`src/rtl/sram_result_reader_if.sv`:
```
// Port-B read bus to P memory plus the valid/ready result stream.
// The reader drives the master side; memory and consumer sit on the slave side.
interface sram_result_reader_if #(
  parameter int A_INIT_WIDTH = 11,
  parameter int D_INIT_WIDTH = 32
);
  logic [A_INIT_WIDTH-1:0] P_Addr;
  logic                    P_En;
  logic                    P_We;
  logic [D_INIT_WIDTH-1:0] P_In;

  logic [D_INIT_WIDTH-1:0] Out_Data;
  logic [A_INIT_WIDTH-1:0] Out_Addr;
  logic                    Out_Valid;
  logic                    Out_Ready;

  modport master (
    output P_Addr,
    output P_En,
    output P_We,
    input  P_In,
    output Out_Data,
    output Out_Addr,
    output Out_Valid,
    input  Out_Ready
  );

  modport slave (
    input  P_Addr,
    input  P_En,
    input  P_We,
    output P_In,
    input  Out_Data,
    input  Out_Addr,
    input  Out_Valid,
    output Out_Ready
  );
endinterface

```
`src/rtl/sram_result_reader.sv`:
```
// Sweeps every P memory word in ascending order and streams it out
// through a 2-entry FIFO tagged with the address it came from.
module sram_result_reader #(
  parameter int A_INIT_WIDTH = 11,
  parameter int D_INIT_WIDTH = 32
) (
  input  logic Clk,
  input  logic Rst,
  input  logic Go,
  output logic Busy,
  output logic Done,
  sram_result_reader_if.master bus
);

  localparam logic [A_INIT_WIDTH-1:0] LAST = '1;

  typedef enum logic [1:0] {
    S_IDLE,
    S_RUN,
    S_DRAIN,
    S_DONE
  } state_t;

  typedef struct packed {
    logic [A_INIT_WIDTH-1:0] addr;
    logic [D_INIT_WIDTH-1:0] data;
  } entry_t;

  state_t                  state_q;
  state_t                  state_d;
  logic [A_INIT_WIDTH-1:0] addr_q;
  logic [A_INIT_WIDTH-1:0] addr_d;
  logic [A_INIT_WIDTH-1:0] p_addr_q;
  logic [A_INIT_WIDTH-1:0] p_addr_d;
  logic                    inflight_q;
  logic                    inflight_d;
  entry_t                  fifo_q [2];
  entry_t                  fifo_d [2];
  logic                    wr_ptr_q;
  logic                    wr_ptr_d;
  logic                    rd_ptr_q;
  logic                    rd_ptr_d;
  logic [1:0]              cnt_q;
  logic [1:0]              cnt_d;

  logic                    pop;
  logic                    push;
  logic                    issue;
  logic [2:0]              occ;

  // Occupancy counts reads already in flight so a stalled
  // consumer can never overflow the two FIFO slots.
  always_comb begin
    pop   = (cnt_q != 2'd0) && bus.Out_Ready;
    push  = inflight_q;
    occ   = {1'b0, cnt_q}
          + {2'b00, inflight_q}
          - {2'b00, pop};
    issue = (state_q == S_RUN) && (occ < 3'd2);
  end

  always_ff @(posedge Clk) begin
    if (!Rst) begin
      state_q <= S_IDLE;
    end else begin
      state_q <= state_d;
    end
  end

  always_comb begin
    state_d = state_q;
    unique case (state_q)
      S_IDLE: begin
        if (Go) state_d = S_RUN;
      end
      S_RUN: begin
        if (issue && addr_q == LAST) begin
          state_d = S_DRAIN;
        end
      end
      S_DRAIN: begin
        if (cnt_q == 2'd0 && !inflight_q) begin
          state_d = S_DONE;
        end
      end
      S_DONE: begin
        state_d = S_IDLE;
      end
    endcase
  end

  // The counter saturates at LAST; leaving RUN stops further reads.
  always_comb begin
    addr_d = addr_q;
    if (state_q == S_IDLE && Go) begin
      addr_d = '0;
    end else if (issue && addr_q != LAST) begin
      addr_d = addr_q + 1'b1;
    end
    p_addr_d   = issue ? addr_q : p_addr_q;
    inflight_d = issue;
  end

  // p_addr_q still holds the previous cycle's read address
  // when its data returns, so it doubles as the FIFO tag.
  always_comb begin
    fifo_d[0] = fifo_q[0];
    fifo_d[1] = fifo_q[1];
    if (push) begin
      fifo_d[wr_ptr_q] = '{addr: p_addr_q, data: bus.P_In};
    end
    wr_ptr_d = wr_ptr_q ^ push;
    rd_ptr_d = rd_ptr_q ^ pop;
    cnt_d    = cnt_q
             + {1'b0, push}
             - {1'b0, pop};
  end

  always_ff @(posedge Clk) begin
    if (!Rst) begin
      addr_q     <= '0;
      p_addr_q   <= '0;
      inflight_q <= 1'b0;
      fifo_q[0]  <= '0;
      fifo_q[1]  <= '0;
      wr_ptr_q   <= 1'b0;
      rd_ptr_q   <= 1'b0;
      cnt_q      <= 2'd0;
    end else begin
      addr_q     <= addr_d;
      p_addr_q   <= p_addr_d;
      inflight_q <= inflight_d;
      fifo_q[0]  <= fifo_d[0];
      fifo_q[1]  <= fifo_d[1];
      wr_ptr_q   <= wr_ptr_d;
      rd_ptr_q   <= rd_ptr_d;
      cnt_q      <= cnt_d;
    end
  end

  always_comb begin
    Busy          = (state_q == S_RUN)
                 || (state_q == S_DRAIN);
    Done          = (state_q == S_DONE);
    bus.P_En      = issue;
    bus.P_We      = 1'b0;
    bus.P_Addr    = issue ? addr_q : p_addr_q;
    bus.Out_Valid = (cnt_q != 2'd0);
    bus.Out_Data  = fifo_q[rd_ptr_q].data;
    bus.Out_Addr  = fifo_q[rd_ptr_q].addr;
  end

endmodule

```
`src/flat_wrapper.sv`:
```
// flat-port wrapper written by rule: the top's interface ports become plain ports
module sram_result_reader_flat 
#(
  parameter int A_INIT_WIDTH = 11,
  parameter int D_INIT_WIDTH = 32
)
  (Clk, Rst, Go, Busy, Done, bus_P_Addr, bus_P_En, bus_P_We, bus_P_In, bus_Out_Data, bus_Out_Addr, bus_Out_Valid, bus_Out_Ready);
  sram_result_reader_if #(.A_INIT_WIDTH(A_INIT_WIDTH), .D_INIT_WIDTH(D_INIT_WIDTH)) bus_i ();
  input  logic Clk;
  input  logic Rst;
  input  logic Go;
  output logic Busy;
  output logic Done;
  output wire logic [$bits(bus_i.P_Addr)-1:0] bus_P_Addr;
  output wire logic [$bits(bus_i.P_En)-1:0] bus_P_En;
  output wire logic [$bits(bus_i.P_We)-1:0] bus_P_We;
  input wire logic [$bits(bus_i.P_In)-1:0] bus_P_In;
  output wire logic [$bits(bus_i.Out_Data)-1:0] bus_Out_Data;
  output wire logic [$bits(bus_i.Out_Addr)-1:0] bus_Out_Addr;
  output wire logic [$bits(bus_i.Out_Valid)-1:0] bus_Out_Valid;
  input wire logic [$bits(bus_i.Out_Ready)-1:0] bus_Out_Ready;
  assign bus_P_Addr = bus_i.P_Addr;
  assign bus_P_En = bus_i.P_En;
  assign bus_P_We = bus_i.P_We;
  assign bus_i.P_In = bus_P_In;
  assign bus_Out_Data = bus_i.Out_Data;
  assign bus_Out_Addr = bus_i.Out_Addr;
  assign bus_Out_Valid = bus_i.Out_Valid;
  assign bus_i.Out_Ready = bus_Out_Ready;
  sram_result_reader #(.A_INIT_WIDTH(A_INIT_WIDTH), .D_INIT_WIDTH(D_INIT_WIDTH)) u_core (.Clk(Clk), .Rst(Rst), .Go(Go), .Busy(Busy), .Done(Done), .bus(bus_i));
endmodule
```
`config.mk`:
```
export PLATFORM = sky130hd
export DESIGN_NAME = sram_result_reader_flat
export DESIGN_NICKNAME = d
export VERILOG_FILES = /design/src/rtl/sram_result_reader_if.sv /design/src/rtl/sram_result_reader.sv /design/src/flat_wrapper.sv
export SDC_FILE = /design/constraint.sdc
export NUM_CORES = 1
export LEC_CHECK = 0
export BUFFER_PORTS_ARGS = -buffer_cell sky130_fd_sc_hd__buf_2
export CORE_MARGIN = 4
export CORE_UTILIZATION = 35
export DETAILED_ROUTE_END_ITERATION = 10
export HOLD_SLACK_MARGIN = 0.03
export PLACE_DENSITY = 0.58
export SETUP_SLACK_MARGIN = 0.2
export SYNTH_ARGS = -nofsm -noshare
export SYNTH_HDL_FRONTEND = slang
export SYNTH_SLANG_ARGS = --single-unit
```
`constraint.sdc`:
```
create_clock -name Clk -period 3.82 [get_ports Clk]
set_clock_uncertainty 0.1 [all_clocks]
set_input_delay 0.764 -clock Clk [delete_from_list [all_inputs] [get_ports Clk]]
set_output_delay 0.764 -clock Clk [all_outputs]
set_load 0.01 [all_outputs]
```
==> results.md, run 1 <==
* Critical path peak fanout at 5
* Post-DRT Antenna Nets at 0
* # rows at between 40 and 50
* Die H at between 100 and 150 um
* DRC viols at 0
* Met3 global-route usage at 0.0445
* Power share of the sequential group at 0.363
* Share of cells above drive strength 1 at 0.351
* Rel. slew slack at 0.487
* Worst setup margin at 0.0174 ns
* Post-route insts no fill at approximately 800
* Drt first pass iters at 4
* Syn Area/Cell at 10.8 um2
* CTS tree: yes
* Leak at roughly 0.0026 uW
* Vias in the first global route at 3,948
* H-tree depth at 4
* Crit end category: output pin
* VDD IR max at approximately 0.29 mV
* Startpoint types: register
* Power Dens Cells at roughly 570 nW/um2
* RePlAce Congestion at 0.808
* Clk pin slew, worst setup/hold paths at 0.05 ns
* Worst hold path class: reg2reg
* CP Class: reg2out
* Synthesis-stage register bit count at approximately 120
* Cells after DPL at 735
* Total wire length at approximately 12 mm
* CP startpoint: u_core.cnt_q[1]
* Core ar. at ~15,000 um2
* Clk sinks at between 100 and 150
* Tcrit/Tclk final at 0.995
* Hold Buf Count CTS at 0
* Post-synthesis instance area at 5180 um2
* Post-synthesis sequential area ratio at 0.449
* Least-Margin Pin Slew at just under 0.8 ns
* R2R Setup Slk at roughly 0.82 ns
* Area leader, netlist: dfxtp_1
* DP Area at about 5800 um2
* Peak Freq at 263 MHz
* Clock buffer depth at 2
* Reg2reg path depth at 12
* Die area at roughly 17,000 um2
* Sw Pwr at approximately 1100 uW
* Top cell type's share of synthesized area at 0.449
* Setup repair after global routing missed its margin: true
* Max cap viols at 0
* Synthesized instance count at roughly 480
* P&R area growth vs syn at 27.2%
* GR Overflow Total at 0
* Run status: finished clean
* # IOs at 95
* Initial Utilization at 0.356
* Asr flop ratio synth at 0
* GR Util met2 at 0.235
* Syn Nets at approximately 530
* FF-to-FF Start: u_core.cnt_q[1]
* ANT cells at 0
* Setup Viol. Count Final at 0
* Post-synth EDFFs at 0
* Detailed placement HPWL at roughly 7.8 mm
* CP endpoint: bus_P_Addr[5]
* Final Cell Area at 6580 um2
* First-pass GRT wire length at ~20 mm
* Root buf cell: clkbuf_16
* Arr. time, crit path at just under 3 ns
* Clock power frac at 0.371
* I/O Buffers at 93
* First DRT Iteration DRCs at 126
* Die Wd at 130 um
* Crit path time final at 3.80 ns
* Gr busiest metal: met2
* Sw frac at 0.286
* Max-slew violations at 0
* Area contributors post-synth: dfxtp_1, mux2i_1, mux2_2, nor2b_1, ha_1
* Largest net degree at the start of global routing at 101
* Synth unique cells at 40
* Comb power frac at 0.266
* Min-Delay Startpoint: u_core.addr_q[6]
* Hold Vio Cnt, Final at 0
* Worst path required time at roughly 3.0 ns
* Clock latency on the worst-skew pair at a little over 0.4 ns
* P_int at 2680 uW
* Num CTS Buffers at 17
* All-Layer GR Usage at 0.151
* Avg WL per Cell at about 15 um
* Fin nets at ~630
* Setup WS pre-CTS at -0.0621 ns
* Vias/cell at about 4.7
* Vias at 3,676
* Met1 usage at 0.193
* Initial antenna violation count at 1
* Reg2reg end: u_core.addr_q[5]
* Ys flop type: dfxtp_1
* Yosys warning total at 0
## synth_stat cells, types with 2 or more instances
| cell | number |
|---|---|
| ha_1 | 10 |
| and2_1 | 15 |
| or4_1 | 3 |
| buf_2 | 8 |
| mux2_2 | 54 |
| nand4_1 | 3 |
| inv_1 | 8 |
| a21oi_1 | 7 |
| nand3_1 | 4 |
| a31oi_1 | 2 |
| mux2i_1 | 90 |
| dfxtp_1 | 116 |
| nand2_1 | 11 |
| o31ai_1 | 4 |
| nand2b_1 | 3 |
| nor2_1 | 4 |
| nor2b_1 | 90 |
| clkbuf_1 | 19 |
| nor4_1 | 3 |
| o21ai_0 | 3 |
| buf_4 | 2 |
## cells by family (layout without fill, tap and decap cells)
kind of cell,Yosys count,count (layout),share of synthesized area
multiplexers,144,144,0.292
other,1,1,0.000724
XOR/XNOR,2,2,0.00338
adder cells (fa/ha/maj),11,11,0.0280
AO/OA/AOI/OAI,21,21,0.0263
AND/OR/NAND/NOR,144,144,0.168
flip-flops,116,116,0.449
buffers and inverters,39,154,0.0331
## cells in the final DEF (no fill, tap or decap), types with 4 or more instances in the layout
cell type,instances
mux2_4,11
clkbuf_1,7
buf_4,17
buf_6,14
clkbuf_16,17
a21oi_1,7
ha_1,6
clkinv_2,5
nand3_1,4
mux2_2,43
buf_2,81
nor2_1,4
and2_1,14
o31ai_1,4
inv_1,6
dfxtp_1,113
nand2_1,11
mux2i_1,90
nor2b_1,90
## worst min path at each step
| stage | end | slack, ns | depth (start not counted) |
|---|---|---|---|
| 3_3_place_gp | u_core.addr_q[6] | 0.38 | 2 |
| 3_5_place_dp | u_core.addr_q[10] | 0.39 | 2 |
| 5_1_grt | u_core.addr_q[6] | 0.42 | 2 |
| 4_1_cts | u_core.addr_q[6] | 0.40 | 2 |
| 6_report | u_core.addr_q[6] | 0.40 | 2 |
| 2_1_floorplan | u_core.addr_q[6] | 0.35 | 2 |
## layout make-up
class / count / area [um2]
fillers: 1415 / 7950
multi-input cells: 323 / 2760
flip-flops and latches: 116 / 2330
repair buffers: 112 / 691
clock buffers: 27 / 493
well taps: 184 / 230
inverters: 9 / 48.8
clock inverters: 5 / 25.0
repair inverters: 1 / 8.76
## worst max-delay path, stage by stage (launching register included)
cell	delay (ns)
dfxtp_4	0.34
or2_4	0.22
and2_4	0.15
ha_4	0.21
inv_4	0.05
ha_4	0.11
inv_2	0.03
fa_1	0.37
xor2_1	0.18
or2_4	0.31
inv_6	0.10
mux2_4	0.31
buf_6	0.12
## layer usage
layer	up-vias	part of all wire
met1	1748	0.46
met2	78	0.47
li1	1832	-
met3	16	0.055
met5	-	0.00093
met4	2	0.014
## state kept, by name (all words and copies together), names as in the netlist, named ones only
name,count
u_core.fifo_q,86
u_core.addr_q,11
u_core.p_addr_q,11
u_core.cnt_q,2
u_core.state_q,2
u_core.inflight_q,1
u_core.rd_ptr_q,1
u_core.wr_ptr_q,1
## stage by stage
step | util | TNS, ns | hold slack (ns) | total power (uW)
finish | 0.453 | 0 | 0.399 | 3750
global route | 0.453 | -0.779 | 0.421 | 3960
CTS | 0.451 | -0.772 | 0.395 | 3770
detailed placement | 0.402 | -0.374 | 0.386 | 2240
global placement | 0.402 | -0.0243 | 0.381 | 2210
floorplan | - | 0 | 0.352 | 1990
## what timing repair did
action / 4_1_cts / 5_1_grt
gates resized for setup: 32 / 3
endpoints found under the setup margin: 12 / 12
setup buffers: 6 / 3
pin swaps: 5 / 3
cloned: 1 / 0
## power by group through the flow
stage | clock network (uW) | registers (uW) | logic [uW]
after global placement | 0 | 1380 | 837
after floorplan | 0 | 1370 | 627
after detailed placement | 0 | 1390 | 859
final | 1390 | 1360 | 998
after CTS | 1430 | 1360 | 982
after global routing | 1490 | 1370 | 1100
No activity file was read; power rests on OpenSTA's default activity.
==> inputs of run 2 (changes only) <==
==> constraint.sdc (replaced) <==
create_clock -name Clk -period 3.9 [get_ports Clk]
set_clock_uncertainty 0.1 [all_clocks]
set_input_delay 0.78 -clock Clk [delete_from_list [all_inputs] [get_ports Clk]]
set_output_delay 0.78 -clock Clk [all_outputs]
set_load 0.01 [all_outputs]
==> results.md, run 2 (synthesis results as in run 1) <==
* First DRT Iteration DRCs at 106 (-16%)
* Worst hold margin at 0.389 ns (-0.00981 ns)
* Clk sinks at 116 (unchanged)
* Root buf cell: clkbuf_16
* Largest Register: u_core.fifo_q
* Avg WL per Cell at 15.3 um (+0.24%)
* Final setup TNS at 0 ns (unchanged)
* Initial antenna violation count at 1 (unchanged)
* GR Overflow Total at 0 (unchanged)
* Total wire length at 11.9 mm (-0.14%)
* DRC viols at 0 (unchanged)
* Vias in the first global route at 3,801 (-3.7%)
* Hold Buf Count CTS at 0 (unchanged)
* Startpoint types: register
* Die Wd at 130 um (unchanged)
* Commonest non-fill, non-tap cells in the layout: dfxtp_1, nor2b_1, mux2i_1
* First-pass GRT wire length at 19.0 mm (-3.2%)
* # rows at 44 (unchanged)
* Tcrit/Tclk final at 0.991
* P_int at 2640 uW (-1.3%)
* ANT cells at 0 (unchanged)
* # IOs at 95 (unchanged)
* DP Area at 5830 um2 (-0.17%)
* Num CTS Buffers at 17 (unchanged)
* Max reg flops at 86 (unchanged)
* Arr. time, crit path at 2.99 ns (+0.05 ns)
* Initial Utilization at 0.356 (unchanged)
* Largest net degree at the start of global routing at 98 (-3.0%)
* Setup WS pre-CTS at -0.0350 ns (+0.0271 ns)
* Clk pin slew, worst setup/hold paths at 0.05 ns (about the same)
* Detailed placement HPWL at 7.88 mm (+0.55%)
* P&R area growth vs syn at 27.3%
* Clock power frac at 0.374 (+0.003)
* Worst path required time at 3.02 ns (+0.06 ns)
* Comb power frac at 0.259 (-0.007)
* CP Class: reg2out
* Crit end category: output pin
* Power Dens Cells at 559 nW/um2 (-1.7%)
* I/O Buffers at 93 (unchanged)
* Clock latency on the worst-skew pair at 0.41 ns (about the same)
* CTS tree: yes
* Worst setup margin at 0.0340 ns (+0.0166 ns)
* Peak Freq at roughly 260 MHz
* All-Layer GR Usage at 0.147 (-0.00344)
* Max-slew violations at 0 (unchanged)
* Share of cells above drive strength 1 at 0.358 (+0.00687)
* Core ar. at 14,500 um2 (unchanged)
* Vias/cell at 4.76 (+0.72%)
* Sw frac at 0.283 (-0.00253)
* Leading cell type in the layout, fill and taps excluded: dfxtp_1
* RePlAce Congestion at 0.804 (-0.46%)
* Die area at 16,800 um2 (unchanged)
* Final Cell Area at 6590 um2 (+0.11%)
* Setup repair after global routing missed its margin: true
* Leak at 0.00256 uW (+0.18%)
* VDD IR max at 0.307 mV (+5.8%)
* Power share of the sequential group at 0.367 (+0.004)
* Critical path peak fanout at 6 (+1)
* Post-DRT Antenna Nets at 0 (unchanged)
* Crit path time final at roughly 3.9 ns
* Hold Vio Cnt, Final at 0 (unchanged)
* Worst hold path class: reg2reg
* Run status: finished clean
* Drt first pass iters at 4 (unchanged)
* Fin nets at 626 (-0.16%)
* Rel. slew slack at 0.301 (-0.185)
* Tot Pwr at 3690 uW (-1.6%)
* Setup Viol. Count Final at 0 (unchanged)
* Clock buffer depth at 2 (unchanged)
* Die H at 130 um (unchanged)
* Sw Pwr at 1040 uW (-2.5%)
* Top flop regs: u_core.fifo_q: 86 flops, u_core.addr_q: 11 flops, u_core.p_addr_q: 11 flops
* Vias at 3,688 (+0.33%)
* H-tree depth at 4 (unchanged)
* Max cap viols at 0 (unchanged)
* Least-Margin Pin Slew at 1.05 ns (+0.278 ns)
-- run 2: worst paths after layout --
kind / slack, ns / to / from / depth (start not counted)
worst max-delay path: 0.03 / bus_P_Addr[4] / u_core.cnt_q[0] / 12
worst min-delay path: 0.39 / u_core.addr_q[6] / u_core.addr_q[6] / 2
worst max register to register: 0.82 / u_core.state_q[0] / u_core.cnt_q[0] / 15
worst min register to register: 0.39 / u_core.addr_q[6] / u_core.addr_q[6] / 2
-- run 2: per-layer routing --
metal,global-route usage,part of all wire,vias up
li1,-,-,1834
met1,0.185,0.46,1753
met2,0.233,0.47,85
met3,0.0507,0.059,14
met4,0.0575,0.0098,2
met5,0,0.00059,-
-- run 2: area by class of cell --
type | count | area [um2]
inverters | 9 | 41.3
repair inverters | 1 | 11.3
well taps | 184 | 230
flip-flops and latches | 116 | 2330
fillers | 1408 | 7940
multi-input cells | 323 | 2760
clock inverters | 5 | 25.0
repair buffers | 111 | 683
clock buffers | 25 | 505
-- run 2: power groups by stage --
stage	registers (uW)	logic [uW]	clock network, uW
after floorplan	1340	600	0
after global placement	1370	799	0
after detailed placement	1380	815	0
after CTS	1360	935	1420
after global routing	1370	1030	1480
final	1350	953	1380
-- run 2: timing repair --
action,CTS,global route
gates cloned,1,0
buffers inserted,3,4
pin swaps,4,0
resized for setup,41,1
setup endpoints to repair,12,12
-- run 2: metrics by stage --
| stage | utilization | cells |
|---|---|---|
| final | 0.454 | 774 |
| after floorplan | - | 478 |
| after detailed placement | 0.401 | 736 |
| after CTS | 0.451 | 770 |
| after global placement | 0.401 | 736 |
| after global routing | 0.454 | 774 |
-- run 2: worst max-delay path: stages (launching register included) --
cell,delay (ns)
dfxtp_4,0.33
or2_4,0.24
and2_4,0.15
ha_4,0.21
inv_2,0.06
ha_4,0.11
inv_2,0.03
fa_2,0.55
nand2_2,0.05
or2_4,0.29
inv_8,0.10
mux2_4,0.31
buf_6,0.12
==> inputs of run 3 (changes only) <==
--- a/config.mk
+++ b/config.mk
@@ -11,7 +11,9 @@
 export DETAILED_ROUTE_END_ITERATION = 10
 export HOLD_SLACK_MARGIN = 0.03
 export PLACE_DENSITY = 0.58
+export REMOVE_ABC_BUFFERS = 1
 export SETUP_SLACK_MARGIN = 0.2
 export SYNTH_ARGS = -nofsm -noshare
 export SYNTH_HDL_FRONTEND = slang
 export SYNTH_SLANG_ARGS = --single-unit
+export TNS_END_PERCENT = 5
==> results.md, run 3 (synthesis results as in run 1) <==
* Run status: finished with violations
* Failing checks: setup timing
* P_int at 2820 uW (+6.8%)
* Filler cells at 1,336 (-5.1%)
* Core ar. at 14,500 um2 (unchanged)
* Max reg flops at 86 (unchanged)
* Vias in the first global route at 3,739 (-1.6%)
* Leading cell type in the layout, fill and taps excluded: dfxtp_1
* Initial antenna violation count at 0 (-1)
* Least-Margin Pin Slew at 0.841 ns (-0.207 ns)
* Clk sinks at 116 (unchanged)
* Worst path required time at 3.02 ns (about the same)
* Sw Pwr at 1080 uW (+3.4%)
* Total wire length at 11.6 mm (-1.8%)
* Crit path max-delay cell type: fa_2
* Post-route insts no fill at 782 (+1.0%)
* DP Area at 5840 um2 (+0.30%)
* Detailed placement HPWL at 7.40 mm (-6.1%)
* Drt first pass iters at 4 (unchanged)
* Multi-input gate area at 2790 um2 (+1.1%)
* Worst setup margin at -0.116 ns (-0.150 ns)
* Clock latency on the worst-skew pair at 0.40 ns (about the same)
* First DRT Iteration DRCs at 134 (+26%)
* CP Buf/Inv Count at 6 (+2)
* P&R area growth vs syn at 30.4%
* Max-slew violations at 0 (unchanged)
* Power Dens Cells at 578 nW/um2 (+3.4%)
* Hold Buf Count CTS at 0 (unchanged)
* Clock power frac at 0.370 (-0.004)
* First-pass GRT wire length at 19.0 mm (about the same)
* Delay-heaviest family, CP: adder cells
* Clk pin slew, worst setup/hold paths at 0.05 ns (about the same)
* Crit end category: output pin
* CTS tree: yes
* Crit path time final at 4.02 ns (+0.150 ns)
* # rows at 44 (unchanged)
* Worst hold path class: reg2reg
* Die H at 130 um (unchanged)
* Peak Freq at 249 MHz (-3.7%)
* Vias at 3,702 (+0.38%)
* Comb power frac at 0.281 (+0.022)
* Arr. time, crit path at 3.14 ns (+0.15 ns)
* Vias/cell at 4.73 (-0.65%)
* Num CTS Buffers at 17 (unchanged)
* DRC viols at 0 (unchanged)
* Die Wd at 130 um (unchanged)
* All-Layer GR Usage at 0.144 (-0.00334)
* Startpoint types: register
* Seq. cell area at 2330 um2 (-0.11%)
* Avg WL per Cell at 14.9 um (-2.8%)
* VDD IR max at 0.352 mV (+15%)
* Cells after DPL at 737 (+0.14%)
* Critical path peak fanout at 7 (+1)
* Largest net degree at the start of global routing at 108 (+10%)
* Die area at 16,800 um2 (unchanged)
* Tcrit/Tclk final at 1.03 (+0.0385)
* Setup repair after global routing missed its margin: true
* Sw frac at 0.277 (-0.00651)
* Worst path cell trace: or2_4 -> and2_4 -> ha_4 -> inv_4 -> ha_4 -> inv_2 -> fa_2 -> nand2_2 -> or2_4 -> inv_4 -> buf_12 -> buf_12 -> mux2_4 -> buf_6
* CP Class: reg2out
* Initial Utilization at 0.356 (unchanged)
* Hold Vio Cnt, Final at 0 (unchanged)
* Top flop regs: u_core.fifo_q: 86 flops, u_core.addr_q: 11 flops, u_core.p_addr_q: 11 flops
* Max incr delay on CP at 0.55 ns (about the same)
* Max cap viols at 0 (unchanged)
* Share of cells above drive strength 1 at 0.370 (+0.0119)
* Root buf cell: clkbuf_16
* Largest Register: u_core.fifo_q
* I/O Buffers at 93 (unchanged)
* Final Util at 0.464 (+0.0109)
* Rel. slew slack at 0.439 (+0.138)
* # IOs at 95 (unchanged)
* Final setup TNS at -1.14 ns (-1.14 ns)
* RePlAce Congestion at 0.730 (-9.3%)
* Fin nets at 635 (+1.4%)
* Post-DRT Antenna Nets at 0 (unchanged)
* Final Cell Area at 6750 um2 (+2.4%)
* GR Overflow Total at 0 (unchanged)
* Power share of the sequential group at 0.349 (-0.018)
* Clock buffer depth at 2 (unchanged)
* ANT cells at 0 (unchanged)
* Commonest non-fill, non-tap cells in the layout: dfxtp_1, nor2b_1, mux2i_1
* H-tree depth at 4 (unchanged)
* Setup WS pre-CTS at -0.0539 ns (-0.0189 ns)
* Setup Viol. Count Final at 11 (+11)
* Leak at 0.00262 uW (+2.3%)
run 3: worst paths after layout:
path                     startpoint                end  slack [ns]  cells past startpoint
setup / recovery    u_core.cnt_q[1]     bus_P_Addr[10]       -0.12                     14
hold / removal    u_core.state_q[0]  u_core.state_q[0]        0.41                      2
setup reg to reg    u_core.cnt_q[1]   u_core.addr_q[9]        0.07                     22
hold reg to reg   u_core.state_q[0]  u_core.state_q[0]        0.41                      2
run 3: metal layers:
| metal | share of wire | track usage | wire (um) | vias up |
|---|---|---|---|---|
| met1 | 0.47 | 0.185 | 5460 | 1748 |
| li1 | - | - | - | 1858 |
| met2 | 0.46 | 0.228 | 5340 | 83 |
| met5 | 0 | 0 | 0 | - |
| met4 | 0.018 | 0.0556 | 206 | 0 |
| met3 | 0.054 | 0.0425 | 624 | 13 |
run 3: power groups by stage:
| stage | Clock [uW] | Combinational, uW | Sequential (uW) |
|---|---|---|---|
| after detailed placement | 0 | 822 | 1390 |
| after floorplan | 0 | 530 | 1370 |
| after global routing | 1540 | 1190 | 1380 |
| after global placement | 0 | 806 | 1390 |
| final | 1440 | 1100 | 1360 |
| after CTS | 1480 | 1080 | 1370 |
run 3: final cells by class:
cell class | count | area share
Clock inverter | 4 | 0.00704
Multi-Input combinational cell | 323 | 0.414
Clock buffer | 25 | 0.0749
Timing Repair Buffer | 121 | 0.119
Inverter | 9 | 0.00575
Sequential cell | 116 | 0.345
Tap cell | 184 | 0.0341
run 3: what timing repair did:
action	in CTS	in global routing
pin swaps	7	4
buffers inserted	15	0
setup endpoints to repair	12	16
gates resized for setup	41	1
gates cloned	1	0
run 3: worst min-delay path: cells and delay by family (launching register included):
family	cells	cell delay (ns)
and+or+nand+nor	1	0.07
muxes	1	0.06
DFF	1	0.33
run 3: metrics by stage:
step                power (uW)  hold WS (ns)
finish                    3900         0.408
global route              4100         0.422
CTS                       3930         0.412
detailed placement        2210         0.402
global placement          2190         0.383
floorplan                 1900         0.352
